$ cat src/rtl/game_sprite_motion_pkg.sv
`default_nettype none
// +-------------------------------------------------------------------------+
// | game_sprite_motion_pkg                                                  |
// | Shared game geometry: screen size, sprite size and coordinate widths.   |
// | Rev 1.0                                                                 |
// +-------------------------------------------------------------------------+
package game_sprite_motion_pkg;

    localparam int GAME_X_WIDTH       = 11;
    localparam int GAME_Y_WIDTH       = 11;
    localparam int GAME_DX_WIDTH      = 3;
    localparam int GAME_DY_WIDTH      = 3;
    localparam int GAME_SPRITE_WIDTH  = 8;
    localparam int GAME_SPRITE_HEIGHT = 8;
    localparam int GAME_SCREEN_WIDTH  = 640;
    localparam int GAME_SCREEN_HEIGHT = 480;
    localparam int GAME_UPDATE_PERIOD = 16;

endpackage
`default_nettype wire

$ cat src/rtl/game_sprite_tick_timer.sv
`default_nettype none
// +-------------------------------------------------------------------------+
// | game_sprite_tick_timer                                                  |
// | Free-running period counter producing one motion tick per period.      |
// | Rev 1.0                                                                 |
// +-------------------------------------------------------------------------+
module game_sprite_tick_timer
    import game_sprite_motion_pkg::*;
#(
    parameter int UPDATE_PERIOD = GAME_UPDATE_PERIOD
) (
    input  logic clk,
    input  logic reset,
    input  logic enable,
    input  logic clear,
    output logic tick
);

    localparam int              c_cw   = $clog2(UPDATE_PERIOD);
    localparam logic [c_cw-1:0] c_last = c_cw'(UPDATE_PERIOD - 1);

    logic [c_cw-1:0] cnt_q;
    logic [c_cw-1:0] cnt_d;
    logic            w_at_last;

    assign w_at_last = (cnt_q == c_last);
    // A clear (position write) wins over a tick on the same cycle.
    assign tick      = enable & w_at_last & ~clear;

    always_comb begin
        cnt_d = cnt_q + 1'b1;
        if (!enable || clear || w_at_last) begin
            cnt_d = '0;
        end
    end

    always_ff @(posedge clk) begin
        if (reset) begin
            cnt_q <= '0;
        end else begin
            cnt_q <= cnt_d;
        end
    end

endmodule
`default_nettype wire

$ cat src/rtl/game_sprite_motion.sv
`default_nettype none
// +-------------------------------------------------------------------------+
// | game_sprite_motion                                                      |
// | One sprite's position/velocity, on-screen flag and registered hit.      |
// | Rev 1.0                                                                 |
// +-------------------------------------------------------------------------+
module game_sprite_motion
    import game_sprite_motion_pkg::*;
#(
    parameter int X_WIDTH       = GAME_X_WIDTH,
    parameter int Y_WIDTH       = GAME_Y_WIDTH,
    parameter int DX_WIDTH      = GAME_DX_WIDTH,
    parameter int DY_WIDTH      = GAME_DY_WIDTH,
    parameter int SPRITE_WIDTH  = GAME_SPRITE_WIDTH,
    parameter int SPRITE_HEIGHT = GAME_SPRITE_HEIGHT,
    parameter int SCREEN_WIDTH  = GAME_SCREEN_WIDTH,
    parameter int SCREEN_HEIGHT = GAME_SCREEN_HEIGHT,
    parameter int UPDATE_PERIOD = GAME_UPDATE_PERIOD
) (
    input  logic                clk,
    input  logic                reset,
    input  logic                sprite_write_xy,
    input  logic                sprite_write_dxy,
    input  logic [X_WIDTH-1:0]  sprite_write_x,
    input  logic [Y_WIDTH-1:0]  sprite_write_y,
    input  logic [DX_WIDTH-1:0] sprite_write_dx,
    input  logic [DY_WIDTH-1:0] sprite_write_dy,
    input  logic                sprite_enable_update,
    input  logic [X_WIDTH-1:0]  pixel_x,
    input  logic [Y_WIDTH-1:0]  pixel_y,
    output logic [X_WIDTH-1:0]  sprite_x,
    output logic [Y_WIDTH-1:0]  sprite_y,
    output logic                sprite_within_screen,
    output logic                sprite_out_hit
);

    localparam logic signed [X_WIDTH:0] c_scr_w = (X_WIDTH + 1)'(SCREEN_WIDTH);
    localparam logic signed [Y_WIDTH:0] c_scr_h = (Y_WIDTH + 1)'(SCREEN_HEIGHT);
    localparam logic signed [X_WIDTH:0] c_spr_w = (X_WIDTH + 1)'(SPRITE_WIDTH);
    localparam logic signed [Y_WIDTH:0] c_spr_h = (Y_WIDTH + 1)'(SPRITE_HEIGHT);

    logic [X_WIDTH-1:0]  x_q,  x_d;
    logic [Y_WIDTH-1:0]  y_q,  y_d;
    logic [DX_WIDTH-1:0] dx_q, dx_d;
    logic [DY_WIDTH-1:0] dy_q, dy_d;
    logic                hit_q, hit_d;

    logic                    w_tick;
    logic [X_WIDTH-1:0]      w_dx_ext;
    logic [Y_WIDTH-1:0]      w_dy_ext;
    logic signed [X_WIDTH:0] w_x_s;
    logic signed [Y_WIDTH:0] w_y_s;
    logic signed [X_WIDTH:0] w_rel_x;
    logic signed [Y_WIDTH:0] w_rel_y;

    game_sprite_tick_timer #(
        .UPDATE_PERIOD (UPDATE_PERIOD)
    ) u_tick_timer (
        .clk    (clk),
        .reset  (reset),
        .enable (sprite_enable_update),
        .clear  (sprite_write_xy),
        .tick   (w_tick)
    );

    assign w_dx_ext = {{(X_WIDTH - DX_WIDTH){dx_q[DX_WIDTH-1]}}, dx_q};
    assign w_dy_ext = {{(Y_WIDTH - DY_WIDTH){dy_q[DY_WIDTH-1]}}, dy_q};

    // Written velocity lands in the register only; a same-cycle tick still moves by the old one.
    always_comb begin
        x_d  = x_q;
        y_d  = y_q;
        dx_d = dx_q;
        dy_d = dy_q;
        if (sprite_write_xy) begin
            x_d = sprite_write_x;
            y_d = sprite_write_y;
        end else if (w_tick) begin
            x_d = x_q + w_dx_ext;
            y_d = y_q + w_dy_ext;
        end
        if (sprite_write_dxy) begin
            dx_d = sprite_write_dx;
            dy_d = sprite_write_dy;
        end
    end

    assign w_x_s = {x_q[X_WIDTH-1], x_q};
    assign w_y_s = {y_q[Y_WIDTH-1], y_q};

    assign sprite_within_screen = ~w_x_s[X_WIDTH] & (w_x_s < c_scr_w)
                                & ~w_y_s[Y_WIDTH] & (w_y_s < c_scr_h);

    // One extra bit keeps the offset exact for sprites hanging off the left/top edge.
    assign w_rel_x = $signed({1'b0, pixel_x}) - w_x_s;
    assign w_rel_y = $signed({1'b0, pixel_y}) - w_y_s;

    assign hit_d = ~w_rel_x[X_WIDTH] & (w_rel_x < c_spr_w)
                 & ~w_rel_y[Y_WIDTH] & (w_rel_y < c_spr_h);

    always_ff @(posedge clk) begin
        if (reset) begin
            x_q   <= '0;
            y_q   <= '0;
            dx_q  <= '0;
            dy_q  <= '0;
            hit_q <= 1'b0;
        end else begin
            x_q   <= x_d;
            y_q   <= y_d;
            dx_q  <= dx_d;
            dy_q  <= dy_d;
            hit_q <= hit_d;
        end
    end

    assign sprite_x       = x_q;
    assign sprite_y       = y_q;
    assign sprite_out_hit = hit_q;

endmodule
`default_nettype wire

$ cat config.mk
export PLATFORM = sky130hd
export DESIGN_NAME = game_sprite_motion
export DESIGN_NICKNAME = d
export VERILOG_FILES = /design/src/rtl/game_sprite_motion_pkg.sv /design/src/rtl/game_sprite_tick_timer.sv /design/src/rtl/game_sprite_motion.sv
export SDC_FILE = /design/constraint.sdc
export NUM_CORES = 1
export LEC_CHECK = 0
export CAP_MARGIN = 25
export CELL_PAD_IN_SITES_DETAIL_PLACEMENT = 0
export CELL_PAD_IN_SITES_GLOBAL_PLACEMENT = 1
export CORE_ASPECT_RATIO = 1.4
export CORE_MARGIN = 2
export CORE_UTILIZATION = 36
export CTS_CLUSTER_DIAMETER = 100
export DETAILED_ROUTE_END_ITERATION = 6
export GPL_TIMING_DRIVEN = 0
export PLACE_DENSITY = 0.89
export RECOVER_POWER = 25
export SYNTH_ARGS = -nofsm -noshare
export SYNTH_HDL_FRONTEND = slang
export SYNTH_SLANG_ARGS = --single-unit
$ cat constraint.sdc
create_clock -name clk -period 3 [get_ports clk]
set_clock_uncertainty 0.2 [all_clocks]
set_input_delay 0.6 -clock clk [delete_from_list [all_inputs] [get_ports clk]]
set_output_delay 0.6 -clock clk [all_outputs]
set_load 0.05 [all_outputs]
# Word level (Yosys, flattened, before mapping)
# Cells that the tools add are included.
word_totals:
  register_bits: 33
  input_bits: 55
  output_inout_bits: 24
  word_cells: 38
classes:
  add_sub_neg: 5
  magnitude_cmp: 4
  n_eq_ne: 1
  muxes: 4
  n_bitwise: 13
  reduce_logical: 5
op_table:
  columns: ["op", "count"]
  rows:
  - ["2-to-1 mux 11 bit", 4]
  - ["less-than comparator 12 x 5 -> 1 bit, second input constant", 2]
  - ["subtractor 12 x 11 -> 12 bit", 2]
  - ["adder 11 bit", 2]
  - ["less-than comparator 11 x 10 -> 1 bit, second input constant", 1]
  - ["less-than comparator 11 bit, second input constant", 1]
  - ["AND 1 bit", 8]
  - ["NOT 1 bit", 5]
  - ["adder 4 x 1 -> 4 bit, second input constant", 1]
  - ["== test 4 bit, second input constant", 1]
  - ["logical OR 1 bit", 2]
  - ["nonzero test 2 bit", 1]
  - ["OR reduction 2 bit", 1]
  - ["logical NOT 1 bit", 1]

# Logic depth before layout (Yosys ltp)
logic_depth:
  word_depth: 5
  mapped_depth: 11
  mapped_depth_nobuf: 11

# Hierarchy
# From an unflattened synthesis, not the netlist that was laid out.
unflattened:
  hier_cells: 384
  area_unflattened_um2: 3050.4
by_module_without_submodules:
  columns: ["module", "n_inst", "cells_each", "area_per_inst_um2", "seq_area_each_um2"]
  rows:
  - ["game_sprite_motion", 1, 368, 2884.0, 580.6]
  - ["game_sprite_tick_timer", 1, 16, 166.4, 80.1]

# Worst setup path before layout
# Ideal clock, no wire load.
synth_path:
  kind: "register -> output"
  from: "register x_q[7] (netlist: sprite_x[7])"
  to: "output sprite_within_screen"
  arrival_time_ns: 2.247
  t_required_ns: 2.200
  setup_slack_ns: -0.047
  path_stages_with_launch: 4
  path_buffers: 0
  cell_sequence: "dfxtp_1 o21ai_0 o41ai_1 nor4_1"
synth_between:
  elab_chain_len: 4
synth_lines:
  columns: ["element", "line_no", "source"]
  rows:
  - ["start, declared", "game_sprite_motion.sv:42", "logic [X_WIDTH-1:0] x_q, x_d;"]
  - ["start signal, assigned", "game_sprite_motion.sv:103", "x_q <= '0;"]
  - ["start signal, assigned", "game_sprite_motion.sv:109", "x_q <= x_d;"]
  - ["less-than comparator 11 bit", "game_sprite_motion.sv:91", "assign sprite_within_screen = ~w_x_s[X_WIDTH] & (w_x_s < c_scr_w)"]
  - ["AND 1 bit", "game_sprite_motion.sv:91", null]
  - ["AND 1 bit (2 in series)", "game_sprite_motion.sv:92", "& ~w_y_s[Y_WIDTH] & (w_y_s < c_scr_h);"]
  - ["end, declared", "game_sprite_motion.sv:33", "output logic sprite_within_screen,"]
# Every way passes these cells.

# Worst setup path after layout
layout_path:
  from: "input pixel_y[5]"
  to: "register hit_q (netlist: sprite_out_hit)"
layout_between:
  elab_chain_len: 4
  elab_cells_between_ends: 5
  cone_classes: "add/sub: 1; order compare: 1; bitwise: 3"
layout_lines:
  columns: ["element", "line_no", "source"]
  rows:
  - ["start, declared", "game_sprite_motion.sv:30", "input logic [Y_WIDTH-1:0] pixel_y,"]
  - ["subtractor 12 x 11 -> 12 bit (*)", "game_sprite_motion.sv:96", "assign w_rel_y = $signed({1'b0, pixel_y}) - w_y_s;"]
  - ["parallel branches: the longest is 2 deep, another holds less-than comparator 12 x 5 -> 1 bit", null, null]
  - ["AND 1 bit (*)", "game_sprite_motion.sv:99", "& ~w_rel_y[Y_WIDTH] & (w_rel_y < c_spr_h);"]
  - ["end signal, assigned", "game_sprite_motion.sv:113", "hit_q <= hit_d;"]
  - ["end, declared", "game_sprite_motion.sv:46", "logic hit_q, hit_d;"]
# Every way passes the cells marked *.
# A chain may end at the register's enable or synchronous reset.

==> results.txt <==
run status: completed
number of synthesized flops with an enable pin: 0
Logic pwr share: 35.4%
total design power: 0.00171 W
Die Y: 114 um
Data arrival, critical path: 2870 ps
Wirelength per Cell: 15.7 um
die width: 82.5 um
Final Hold Viols: 0
Layout fillers: 861
minimum clock period: 2900 ps
Final period util: 96.7%
worst slew pin tran: 659 ps
Worst Slack Setup Final: 99.4 ps
P_leak: 1.80 nW
cts hold-fix bufs: 0
vias in the first global route: 3089
switching power total: 0.000560 W
sw frac: 32.7%
synthesis-stage register bit count: 33
fin. max-slew vios: 0
CTS Buffer Depth: 2
die area: 9400 um^2
DR DRC count: 0
mapped cell area: 3110 um^2
Sink Count: 33
Pwr Density: 404 nW/um^2
H-tree Lvls: 2
global route overflow: 0
Antenna diodes: 0
Mapped Cells: 393
HPWL after detailed placement: 7.13 mm
via count: 3212
GRT Util Overall: 19.5%
largest net degree at the start of global routing: 11
antenna viol nets, final: 0
Max Fanout on Critical Path: 5
hold_ws: 255 ps
first-pass GRT wire length: 14.2 mm
synth-to-layout area growth: 36.4%
initial antenna violation count: 0
share of layout cells above drive strength 1: 7.10%
# IOs: 79
relative slew slack: 56.0%
crit path kind: primary input to flip-flop
Root Buffer: clkbuf_16
syn_area_per_cell: 7.91 um^2
R2R Setup Slk: 150 ps
Critical Path End Type: flip-flop
register area: 663 um^2
num rows: 40
clock insertion delay at the later pin of the skew report: 280 ps
clock power share: 35.4%
cell count of the worst reg-to-reg path: 11
non-filler instance count after layout: 584
routed wire length: 9.17 mm
synth top area cells: dfxtp_1 21%, ha_1 17%, a21oi_1 5.6%, nor2_1 4.7%, o21ai_0 4.0%
Yosys top cell area share: 21.3%
Post-synth ARST share: 0%
Peak VDD IR: 0.411 mV
post-synthesis sequential area ratio: 21.3%
TritonRoute pass-1 iters: 5
Req. time, crit path: 2970 ps
Synthesized Nets: 491
Synth area leader: dfxtp_1
# setup viols final: 0
core area: 8510 um^2
fin nets: 576
starting density of the core: 36.5%
Reg power frac: 29.2%
CTS tree: yes
fmax: 0.345 GHz
pre-CTS setup slack: -251 ps
Inserted Clock Buffers: 5
Pint: 0.00115 W
via-per-instance ratio: 5.50
number of I/O port buffers: 76
Max Cap Violations: 0
Netlist cell types: 57
Startpoint Class: primary input
multi-input logic area: 2310 um^2
placed cells: 574
warning count from the yosys run: 0
Main synth FF type: dfxtp_1
gpl congestion: 0.887
Worst-path clk slew: 60 ps
hold path depth: 1
1st-iter DRT viols: 132
worst hold path class: flip-flop to flip-flop
-- kinds of logic (layout without fill, tap and decap cells) --
group / count (synthesis) / in the layout / share of synthesized area, %
flops: 33 / 33 / 21.3
buf+inv: 47 / 133 / 5.68
compound gates: 126 / 126 / 28.1
xor+xnor: 21 / 21 / 5.92
simple gates: 114 / 114 / 18.3
mux: 9 / 9 / 2.90
fa+ha+maj: 43 / 43 / 17.8
-- power groups by stage --
| stage | combinational, W | sequential (W) | clock [W] |
|---|---|---|---|
| floorplan | 0.000334 | 0.000565 | 0 |
| global route | 0.000660 | 0.000504 | 0.000642 |
| detailed placement | 0.000589 | 0.000509 | 0 |
| CTS | 0.000594 | 0.000500 | 0.000622 |
| global placement | 0.000579 | 0.000508 | 0 |
| finish | 0.000607 | 0.000499 | 0.000606 |
-- layout make-up --
| cell class | count | area share [%] |
|---|---|---|
| Sequential cell | 33 | 15.7 |
| Inverter | 34 | 3.01 |
| Timing Repair Buffer | 78 | 18.4 |
| Buffer | 13 | 1.15 |
| Clock buffer | 7 | 3.37 |
| Clock inverter | 1 | 0.709 |
| Tap cell | 105 | 3.10 |
| Multi-Input combinational cell | 313 | 54.6 |
-- routing by layer --
metal	vias to the layer above	part of all wire (%)	global-route usage, %
met4	0	2.9	7.54
met3	18	3.7	2.45
met5	-	0	0
li1	1604	-	-
met1	1510	42	21.9
met2	80	51	36.0
-- worst paths after layout --
path | startpoint | to
max | pixel_y[5] | sprite_out_hit
min | u_tick_timer.cnt_q[0] | u_tick_timer.cnt_q[0]
max reg2reg | sprite_y[0] | sprite_y[10]
min reg2reg | u_tick_timer.cnt_q[0] | u_tick_timer.cnt_q[0]
-- flip-flops by register name, summed over array words and instances, names as in the netlist --
| name | flops |
|---|---|
| sprite_x | 11 |
| sprite_y | 11 |
| u_tick_timer.cnt_q | 4 |
| dx_q | 3 |
| dy_q | 3 |
| sprite_out_hit | 1 |
-- worst max-delay path, stage by stage --
cell and delay [ps]:
clkdlybuf4s50_1 400, ha_1 350, and3_4 180, o31ai_2 230
o21ai_2 120, o41a_1 370, a21o_1 210, a21oi_2 140
xnor2_1 70, and4b_1 200
-- per-stage QoR --
| stage | utilization, % | TNS, ps | area (um^2) |
|---|---|---|---|
| global route | 49.8 | -20.9 | 4240 |
| global placement | 47.1 | -184 | 4010 |
| detailed placement | 47.1 | -251 | 4010 |
| floorplan | - | 0 | 3110 |
| finish | 49.8 | 0 | 4240 |
| CTS | 49.1 | 0 | 4180 |
-- synthesized netlist by cell type (3+ instances only) --
master     number
nand3_1         6
nor2b_1         8
o2111ai_1       4
a31oi_1         6
o21ai_1         5
a21o_1         10
and2_1          3
o21ai_0        25
clkbuf_1       12
inv_1          33
a21oi_1        35
xor2_1         10
mux2i_1         9
nor3_1         14
ha_1           41
xnor2_1        11
dfxtp_1        33
nand2_1        23
a211oi_1       10
nor2_1         39
o211a_1         6
o211ai_1        4
-- cells in the final DEF, fill, tap and decap left out, drive strengths merged, types with 2 or more instances in the layout --
cell type and n:
clkdlybuf4s50 69, ha 41, nor2 39, a21oi 36, inv 34, dfxtp 33
o21ai 30, nand2 23, clkbuf 20, nor3 14, xnor2 11, a211oi 11
a21o 10, xor2 10, mux2i 9, nor2b 8, a31oi 6, o211a 6
nand3 6, dlygate4sd3 6, o211ai 4, o2111ai 4, and3 4, a2111oi 4
and2 3, nor4 3, nand4 2, or2 2, o21a 2, o21bai 2
nand3b 2, and4b 2, fa 2, buf 2, and4 2
-- timing repair --
| item | 4_1_cts | 5_1_grt |
|---|---|---|
| resized for setup | 0 | 10 |
| setup buffers | 0 | 2 |
| endpoints found under the setup margin | 0 | 3 |
Power figures use the tool's default switching activity.
